[config.mk]
export PLATFORM = sky130hd
export DESIGN_NAME = virq_arbiter
export DESIGN_NICKNAME = d
export VERILOG_FILES = /design/src/rtl/virq_arbiter.sv
export SDC_FILE = /design/constraint.sdc
export NUM_CORES = 1
export LEC_CHECK = 0
export CAP_MARGIN = 20
export CORE_ASPECT_RATIO = 0.7
export CORE_UTILIZATION = 39
export DETAILED_ROUTE_END_ITERATION = 6
export PLACE_DENSITY_LB_ADDON = 0.15
export SLEW_MARGIN = 10
export SYNTH_ARGS = -nofsm -noshare
export SYNTH_HDL_FRONTEND = slang
export SYNTH_SLANG_ARGS = --single-unit
[constraint.sdc]
create_clock -name wb_clk -period 6.4 [get_ports wb_clk]
set_clock_uncertainty 0.05 [all_clocks]
set_input_delay 1.92 -clock wb_clk [delete_from_list [all_inputs] [get_ports wb_clk]]
set_output_delay 1.92 -clock wb_clk [all_outputs]
set_load 0.05 [all_outputs]
[src/rtl/virq_arbiter.sv]
// Vectored-interrupt arbiter: fixed-priority or round-robin (VIRQ_ROUND_ROBIN_EN)
// selection of peripheral requests onto one CPU IRQ with the iack handshake.
module virq_arbiter #(
   parameter int NREQ    = 4,
   parameter int VEC_W   = 9,
   parameter int ACK_TMO = 255
) (
   input  logic                    wb_clk,
   input  logic                    sys_init,
   input  logic [NREQ-1:0]         virq_req,
   output logic [NREQ-1:0]         virq_ack,
   input  logic [NREQ*VEC_W-1:0]   virq_vec,
   input  logic                    irq_mask,
   output logic                    cpu_irq,
   input  logic                    cpu_iack_stb,
   output logic                    cpu_iack_ack,
   output logic [15:0]             cpu_ivec
);

   localparam int IW = (NREQ > 1) ? $clog2(NREQ) : 1;
   localparam int TW = $clog2(ACK_TMO + 1);
   localparam logic [TW-1:0] TMO_MAX = TW'(ACK_TMO);

   typedef enum logic [1:0] {IDLE, PEND, ACK, GAP} state_t;

   state_t            state, state_n;
   logic [IW-1:0]     win, win_n, pick;
   logic [TW-1:0]     tmo, tmo_n, tmo_inc;
   logic [NREQ-1:0]   ack_n;
   logic              irq_n, iack_n;
   logic [15:0]       ivec_n;
   logic [VEC_W-1:0]  vec_sel;

   assign vec_sel = virq_vec[win*VEC_W +: VEC_W];
   assign tmo_inc = (tmo == TMO_MAX) ? tmo : tmo + 1'b1;

`ifdef VIRQ_ROUND_ROBIN_EN
   logic [IW-1:0] rr_ptr, rr_n;
   logic          found;

   // Circular search starting at the pointer left by the last grant
   always_comb begin
      pick  = '0;
      found = 1'b0;
      for (int k = 0; k < NREQ; k++) begin
         int j;
         j = (int'(rr_ptr) + k) % NREQ;
         if (!found && virq_req[j]) begin
            pick  = IW'(j);
            found = 1'b1;
         end
      end
   end
`else
   always_comb begin
      pick = '0;
      for (int k = NREQ - 1; k >= 0; k--) begin
         if (virq_req[k]) pick = IW'(k);
      end
   end
`endif

   always_comb begin
      state_n = state;
      win_n   = win;
      tmo_n   = tmo;
      ack_n   = virq_ack;
      irq_n   = cpu_irq;
      iack_n  = cpu_iack_ack;
      ivec_n  = cpu_ivec;
`ifdef VIRQ_ROUND_ROBIN_EN
      rr_n    = rr_ptr;
`endif
      unique case (state)
         IDLE: begin
            ack_n  = '0;
            irq_n  = 1'b0;
            ivec_n = '0;
            // A strobe with nothing pending is answered with vector 0
            if (cpu_iack_stb) begin
               iack_n = 1'b1;
            end else begin
               iack_n = 1'b0;
               if ((|virq_req) && !irq_mask) begin
                  win_n   = pick;
                  irq_n   = 1'b1;
                  state_n = PEND;
               end
            end
         end
         PEND: begin
            if (cpu_iack_stb) begin
               ivec_n  = 16'(vec_sel);
               iack_n  = 1'b1;
               ack_n   = NREQ'(1) << win;
               irq_n   = 1'b0;
               tmo_n   = '0;
               state_n = ACK;
`ifdef VIRQ_ROUND_ROBIN_EN
               rr_n    = IW'((int'(win) + 1) % NREQ);
`endif
            end else if (!virq_req[win] || irq_mask) begin
               irq_n   = 1'b0;
               state_n = IDLE;
            end
         end
         ACK: begin
            iack_n = cpu_iack_stb;
            if (!cpu_iack_stb) ivec_n = '0;
            if (|virq_ack) begin
               tmo_n = tmo_inc;
               if (!virq_req[win] || tmo_inc == TMO_MAX) ack_n = '0;
            end
            if (!(|virq_ack) && !cpu_iack_ack) state_n = GAP;
         end
         GAP: begin
            ack_n   = '0;
            irq_n   = 1'b0;
            iack_n  = 1'b0;
            ivec_n  = '0;
            state_n = IDLE;
         end
      endcase
   end

   always_ff @(posedge wb_clk or posedge sys_init) begin
      if (sys_init) begin
         state        <= IDLE;
         win          <= '0;
         tmo          <= '0;
         virq_ack     <= '0;
         cpu_irq      <= 1'b0;
         cpu_iack_ack <= 1'b0;
         cpu_ivec     <= '0;
`ifdef VIRQ_ROUND_ROBIN_EN
         rr_ptr       <= '0;
`endif
      end else begin
         state        <= state_n;
         win          <= win_n;
         tmo          <= tmo_n;
         virq_ack     <= ack_n;
         cpu_irq      <= irq_n;
         cpu_iack_ack <= iack_n;
         cpu_ivec     <= ivec_n;
`ifdef VIRQ_ROUND_ROBIN_EN
         rr_ptr       <= rr_n;
`endif
      end
   end

endmodule

[Word level (Yosys, flattened, before mapping)]
Cells that the tools add are included.
Operators by class
  add/subtract/negate cells: 1
  multiply operators: 1
  order comparisons: 1
  equal/unequal tests: 13
  shifts and indexed selects: 2
  multiplexer cells: 31
  bitwise operators: 1
  reductions and logical operators: 20
Operator list (count)
  $pmux W16 S3: 1
  $shiftx A36 B7 Y9: 1
  $mux W16: 2
  $mux W8: 3
  $mux W2: 9
  $eq A8 B8 Y1 const B: 2
  $pmux W8 S2: 1
  $ne A2 B2 Y1 const B: 7
  $mux W4: 3
  $pmux W4 S3: 1
  $reduce_and A3 Y1: 3
  $add A8 B1 Y8 const B: 1
  $pmux W2 S4: 1
  $reduce_or A4 Y1: 2
  $mux W1: 7
  $mul A2 B4 Y6 const B: 1
  $eq A2 B2 Y1 const B: 2
  $logic_not A1 Y1: 4
  $pmux W1 S4: 1
  $reduce_and A2 Y1: 2
  $reduce_and A4 Y1: 1
  $shl A1 B2 Y4 const A: 1
  $lt A2 B3 Y1 const B: 1
  $ne A3 B3 Y1 const B: 1
  10 further kinds: 12
Storage, ports and cells
  flip-flop bits (word level): 34
  bits of input ports: 44
  output and inout port bits: 22
  word-level logic and storage cells: 77

[Depth between registers and ports, before layout]
  word-level depth: 7
  gate-level depth with buffers: 8
  gate-level depth less buffers: 7

[Least setup slack after synthesis]
Ideal clock, no wire load.
  path kind: input-to-reg
  start: input virq_req[3]
  end: register (tool-made name)
  library setup time: 0.125 ns
  arrival time: 3.060 ns
  data required time: 6.225 ns
  path slack: 3.164 ns
  stages on the path: 5
  buffers on the path: 0
  cell sequence: mux4_2 > nor3b_1 > a221oi_1 > nand2_1 > mux2i_1
RTL lines
  from (decl): line 10  | input logic [NREQ-1:0] virq_req,

[Worst setup path after layout]
  start: input cpu_iack_stb
  end: register tmo[3]
On the way
  cells in the longest elaborated chain, start to end: 2
RTL lines
  from (decl): line 15  | input logic cpu_iack_stb,
  $ne A2 B2 Y1 (no source line)
  $reduce_and A3 Y1 (no source line)
  to (signal assigned): line 141  | tmo <= tmo_n;
  to (decl): line 28  | logic [TW-1:0] tmo, tmo_n, tmo_inc;
No other way between the ends.
A chain may end at the register's enable or synchronous reset.

==> results.md <==
Outcome:
- The run finished, with violations left.
- The final reports fail on design-rule violations.

Yosys:
- The flip-flop and latch count after synthesis is 27.
- Of the synthesized area, sequential elements account for 0.364.
- The most used flip-flop cell after synthesis is sky130_fd_sc_hd__dfrtp_1.
- Yosys attributes the largest share of cell area to sky130_fd_sc_hd__dfrtp_1, sky130_fd_sc_hd__mux4_2, sky130_fd_sc_hd__nand2_1.
- The number of enable flip-flop cells after synthesis is 0.
- The total standard cell area after synthesis is 1860 um^2.
- The leading area contributor after synthesis is sky130_fd_sc_hd__dfrtp_1.
- The proportion of netlist area held by the largest area contributor is 0.364.
- The Yosys warning count is 0.
- Counting distinct cell types in the post-synthesis netlist gives 41.
- In the synthesized netlist, the number of instances is 195.
- A synthesized cell averages 9.53 um^2.
- After synthesis, the share of flip-flops with an asynchronous set or reset is 1.00.

Placed design:
- During placement, the flow inserted port buffers numbering 58.
- The final RePlAce weighted congestion is 0.826.
- Detailed placement finished with a half-perimeter wire length of 3.43 mm.

Pwr:
- The internal power contribution is 532 uW.
- The analysis attributes to cell leakage a power of 1.01 nW.
- The net switching power of the design is 501 uW.
- The peak supply drop is 231 uV.
- The fraction of power consumed by the clock network is 0.092.
- For this design the ratio of total power to cell area is 414 nW/um^2.
- Of the total power, the share spent switching nets is 0.485.
- The power after layout is 1.03 mW.
- The combinational power share is 0.595.
- The share of power burned in registers is 0.312.

Timing:
- The total of endpoints with negative setup slack in the final report is 0.
- The routed design could run at a clock period as short as 3620 ps.
- The number of pins exceeding their max-slew limit in the final report was 0.
- The worst pin sits at a relative slew slack of 0.476.
- The slew at the pin with the worst max-slew slack is 786 ps.
- Setup repair after global routing left no endpoint under its margin.
- The hold violation count in the final report was 0.
- The fmax is 0.276 GHz.
- In the finished design, the share of the clock period the worst path needs comes to 0.566.
- The accumulated negative setup slack is 0 ps.

Clock tree:
- The count of H-tree levels built during CTS is 1.
- The number of setup buffers added after CTS is 0.
- The number of hold-repair buffers added at the cts stage is 0.
- The quantity of gates resized following cts is 0.
- The number of clock buffers added by TritonCTS is 3.
- The master cell of the clock root buffer is sky130_fd_sc_hd__clkbuf_8.
- The clock tree from TritonCTS is built.
- The clock passes through at most 2 buffers.
- The clock latency of the later-clocked register in the worst-skew pair is 270 ps.
- Counting every sink on the clock net gives 27.
- The CTS clock-pin slew for the worst setup and hold paths is 90 ps.

Die:
- In this run the core area contains 20 standard-cell rows.
- The initial core utilization is 0.417.
- The floorplan step defined a core boundary enclosing 4450 um^2.
- The number of primary I/O pins is 66.
- The die is 84.5 um wide.
- The floorplan step defined a die boundary enclosing 5050 um^2.
- Measured along the y axis, the die boundary spans 59.8 um.

GRT:
- The first global-routing pass estimated 7.45 mm of wire.
- The total global routing track utilization is 0.192.
- The number of antenna violations at the first check in global routing is 0.
- The overflow left after global routing is 0.
- The number of global-route vias before repair is 1,454.
- The pin count of the biggest net entering global routing is 28.

Setup path:
- The startpoint of the most critical setup path is cpu_iack_stb.
- The critical path is of the input pin to flip-flop type.
- The kind of launch point of the worst setup path is an input pin.
- STA puts the critical path data arrival time at 3730 ps.
- Traced cell by cell, the critical path runs through clkdlybuf4s50_1, nor2b_1, a21oi_1, o21ai_0, a22o_1.
- The endpoint class of the critical path is a flip-flop.
- The worst register-to-register path begins at tmo[0].
- Among all stages on the critical path, the largest delay is contributed by sky130_fd_sc_hd__clkdlybuf4s50_1.
- The critical-path maximum fanout is 8.
- The required time of the worst setup path is 6510 ps.
- In this design, the stage delay of the slowest critical-path cell is 570 ps.

Routing:
- Once detail routing completed, the nets flagged for antenna violations numbered 0.
- The residual DRC count is 8.
- Dividing the detail-routed wire length by the instance count gives 15.0 um.
- In the routed layout, each cell is associated on average with a via count of 5.41.
- The first-pass detailed-route iteration total is 6.
- The number of violations reported at the end of detailed-routing iteration 0 is 98.
- Across all layers, the routed design uses 1,622 vias.
- The total length of routed wires is 4.50 mm.

Worst hold path:
- The tightest min-delay check is of the flip-flop to flip-flop type.
- The startpoint identified for the worst hold timing path is cpu_ivec[2].

Final layout:
- The count of inserted antenna diode cells is 0.
- The share of cells above drive strength 1 is 0.102.
- The area overhead of the layout relative to synthesis is 34.2%.
- After the last flow step, the layout net total stands at 296.

Job:
- Across the run, the number of max-cap violations was 0.
worst max-delay path, delay by kind of cell:
| kind | cells | cell delay, ps |
|---|---|---|
| buf+inv | 1 | 570 |
| simple gates | 1 | 90 |
| compound gates | 3 | 1150 |
worst paths after layout:
path | endpoint | slack [ps] | cells after the start
setup / recovery | tmo[3] | 2780 | 5
hold / removal | cpu_ivec[2] | 440 | 2
setup reg to reg | virq_ack[1] | 3900 | 7
hold reg to reg | cpu_ivec[2] | 440 | 2
max in group asynchronous | virq_ack[3] | 4050 | 3
min in group asynchronous | cpu_ivec[1] | 1840 | 2
power by group through the flow:
stage	Clock [mW]	Sequential [mW]	Combinational, mW
6_report	0.0953	0.323	0.615
2_1_floorplan	0	0.431	0.325
4_1_cts	0.0993	0.324	0.617
3_3_place_gp	0	0.325	0.615
5_1_grt	0.109	0.337	0.660
3_5_place_dp	0	0.327	0.615
registers in the layout (all words and copies together) (netlist names), named ones only:
signal and flops:
cpu_ivec 9, win 2, cpu_irq 1, tmo 8
cpu_iack_ack 1, state 1, virq_ack 4
area by class of cell:
class / instances / area (um^2)
clock buffer: 4 / 45.0
fill: 403 / 1960
inverter: 8 / 30.0
multi-input combinational: 147 / 1070
sequential: 27 / 676
tap: 55 / 68.8
timing repair buffer: 59 / 608
cell usage after synthesis (4+ instances only):
cell / number
sky130_fd_sc_hd__nand2_1: 36
sky130_fd_sc_hd__dfrtp_1: 27
sky130_fd_sc_hd__o21ai_0: 17
sky130_fd_sc_hd__a21oi_1: 12
sky130_fd_sc_hd__mux4_2: 10
sky130_fd_sc_hd__buf_4: 9
sky130_fd_sc_hd__inv_1: 8
sky130_fd_sc_hd__nor2_1: 8
sky130_fd_sc_hd__clkbuf_1: 7
sky130_fd_sc_hd__ha_1: 6
sky130_fd_sc_hd__mux2_2: 5
sky130_fd_sc_hd__a22o_1: 4
sky130_fd_sc_hd__nand3_1: 4
per-stage QoR:
step | setup WS [ps] | instance area [um^2] | utilization | hold slack [ps] | std cells
finish | 2780 | 2490 | 0.560 | 437 | 300
global route | 2610 | 2490 | 0.560 | 464 | 300
detailed placement | 2520 | 2420 | 0.544 | 422 | 295
floorplan | 3160 | 1880 | - | 479 | 201
CTS | 2800 | 2470 | 0.554 | 443 | 299
global placement | 2600 | 2420 | 0.544 | 419 | 295
layout by cell type (no fill, tap or decap), types with 2 or more instances in the layout:
| cell | n |
|---|---|
| sky130_fd_sc_hd__o21ai_0 | 17 |
| sky130_fd_sc_hd__dfrtp_1 | 27 |
| sky130_fd_sc_hd__nand2b_1 | 2 |
| sky130_fd_sc_hd__a22o_1 | 4 |
| sky130_fd_sc_hd__nand4_1 | 2 |
| sky130_fd_sc_hd__conb_1 | 7 |
| sky130_fd_sc_hd__a311oi_1 | 3 |
| sky130_fd_sc_hd__clkdlybuf4s50_1 | 58 |
| sky130_fd_sc_hd__mux2i_1 | 2 |
| sky130_fd_sc_hd__nand2_1 | 36 |
| sky130_fd_sc_hd__inv_1 | 8 |
| sky130_fd_sc_hd__clkbuf_8 | 3 |
| sky130_fd_sc_hd__and3_1 | 3 |
| sky130_fd_sc_hd__mux4_2 | 10 |
| sky130_fd_sc_hd__nor4_1 | 3 |
| sky130_fd_sc_hd__nor3_1 | 2 |
| sky130_fd_sc_hd__ha_1 | 6 |
| sky130_fd_sc_hd__a21oi_1 | 12 |
| sky130_fd_sc_hd__o31ai_1 | 3 |
| sky130_fd_sc_hd__nor2_1 | 8 |
| sky130_fd_sc_hd__nand3_1 | 4 |
| sky130_fd_sc_hd__mux2_2 | 5 |
| sky130_fd_sc_hd__nor3b_1 | 2 |
per-layer routing:
layer | track usage | wire, um | up-vias
met2 | 0.274 | 1780 | 49
met1 | 0.294 | 2360 | 770
li1 | - | - | 799
met3 | 0.0483 | 328 | 4
met5 | 0 | 0 | -
met4 | 0.0363 | 29 | 0
cells by family after synthesis:
group,Yosys count,synth area share
and+or+nand+nor,68,0.179
AOI/OAI and AO/OA,49,0.178
buffers and inverters,27,0.0747
DFF,27,0.364
muxes,17,0.162
adders and majority gates,6,0.0404
other,1,0.00202
No activity file was read; power rests on OpenSTA's default activity.
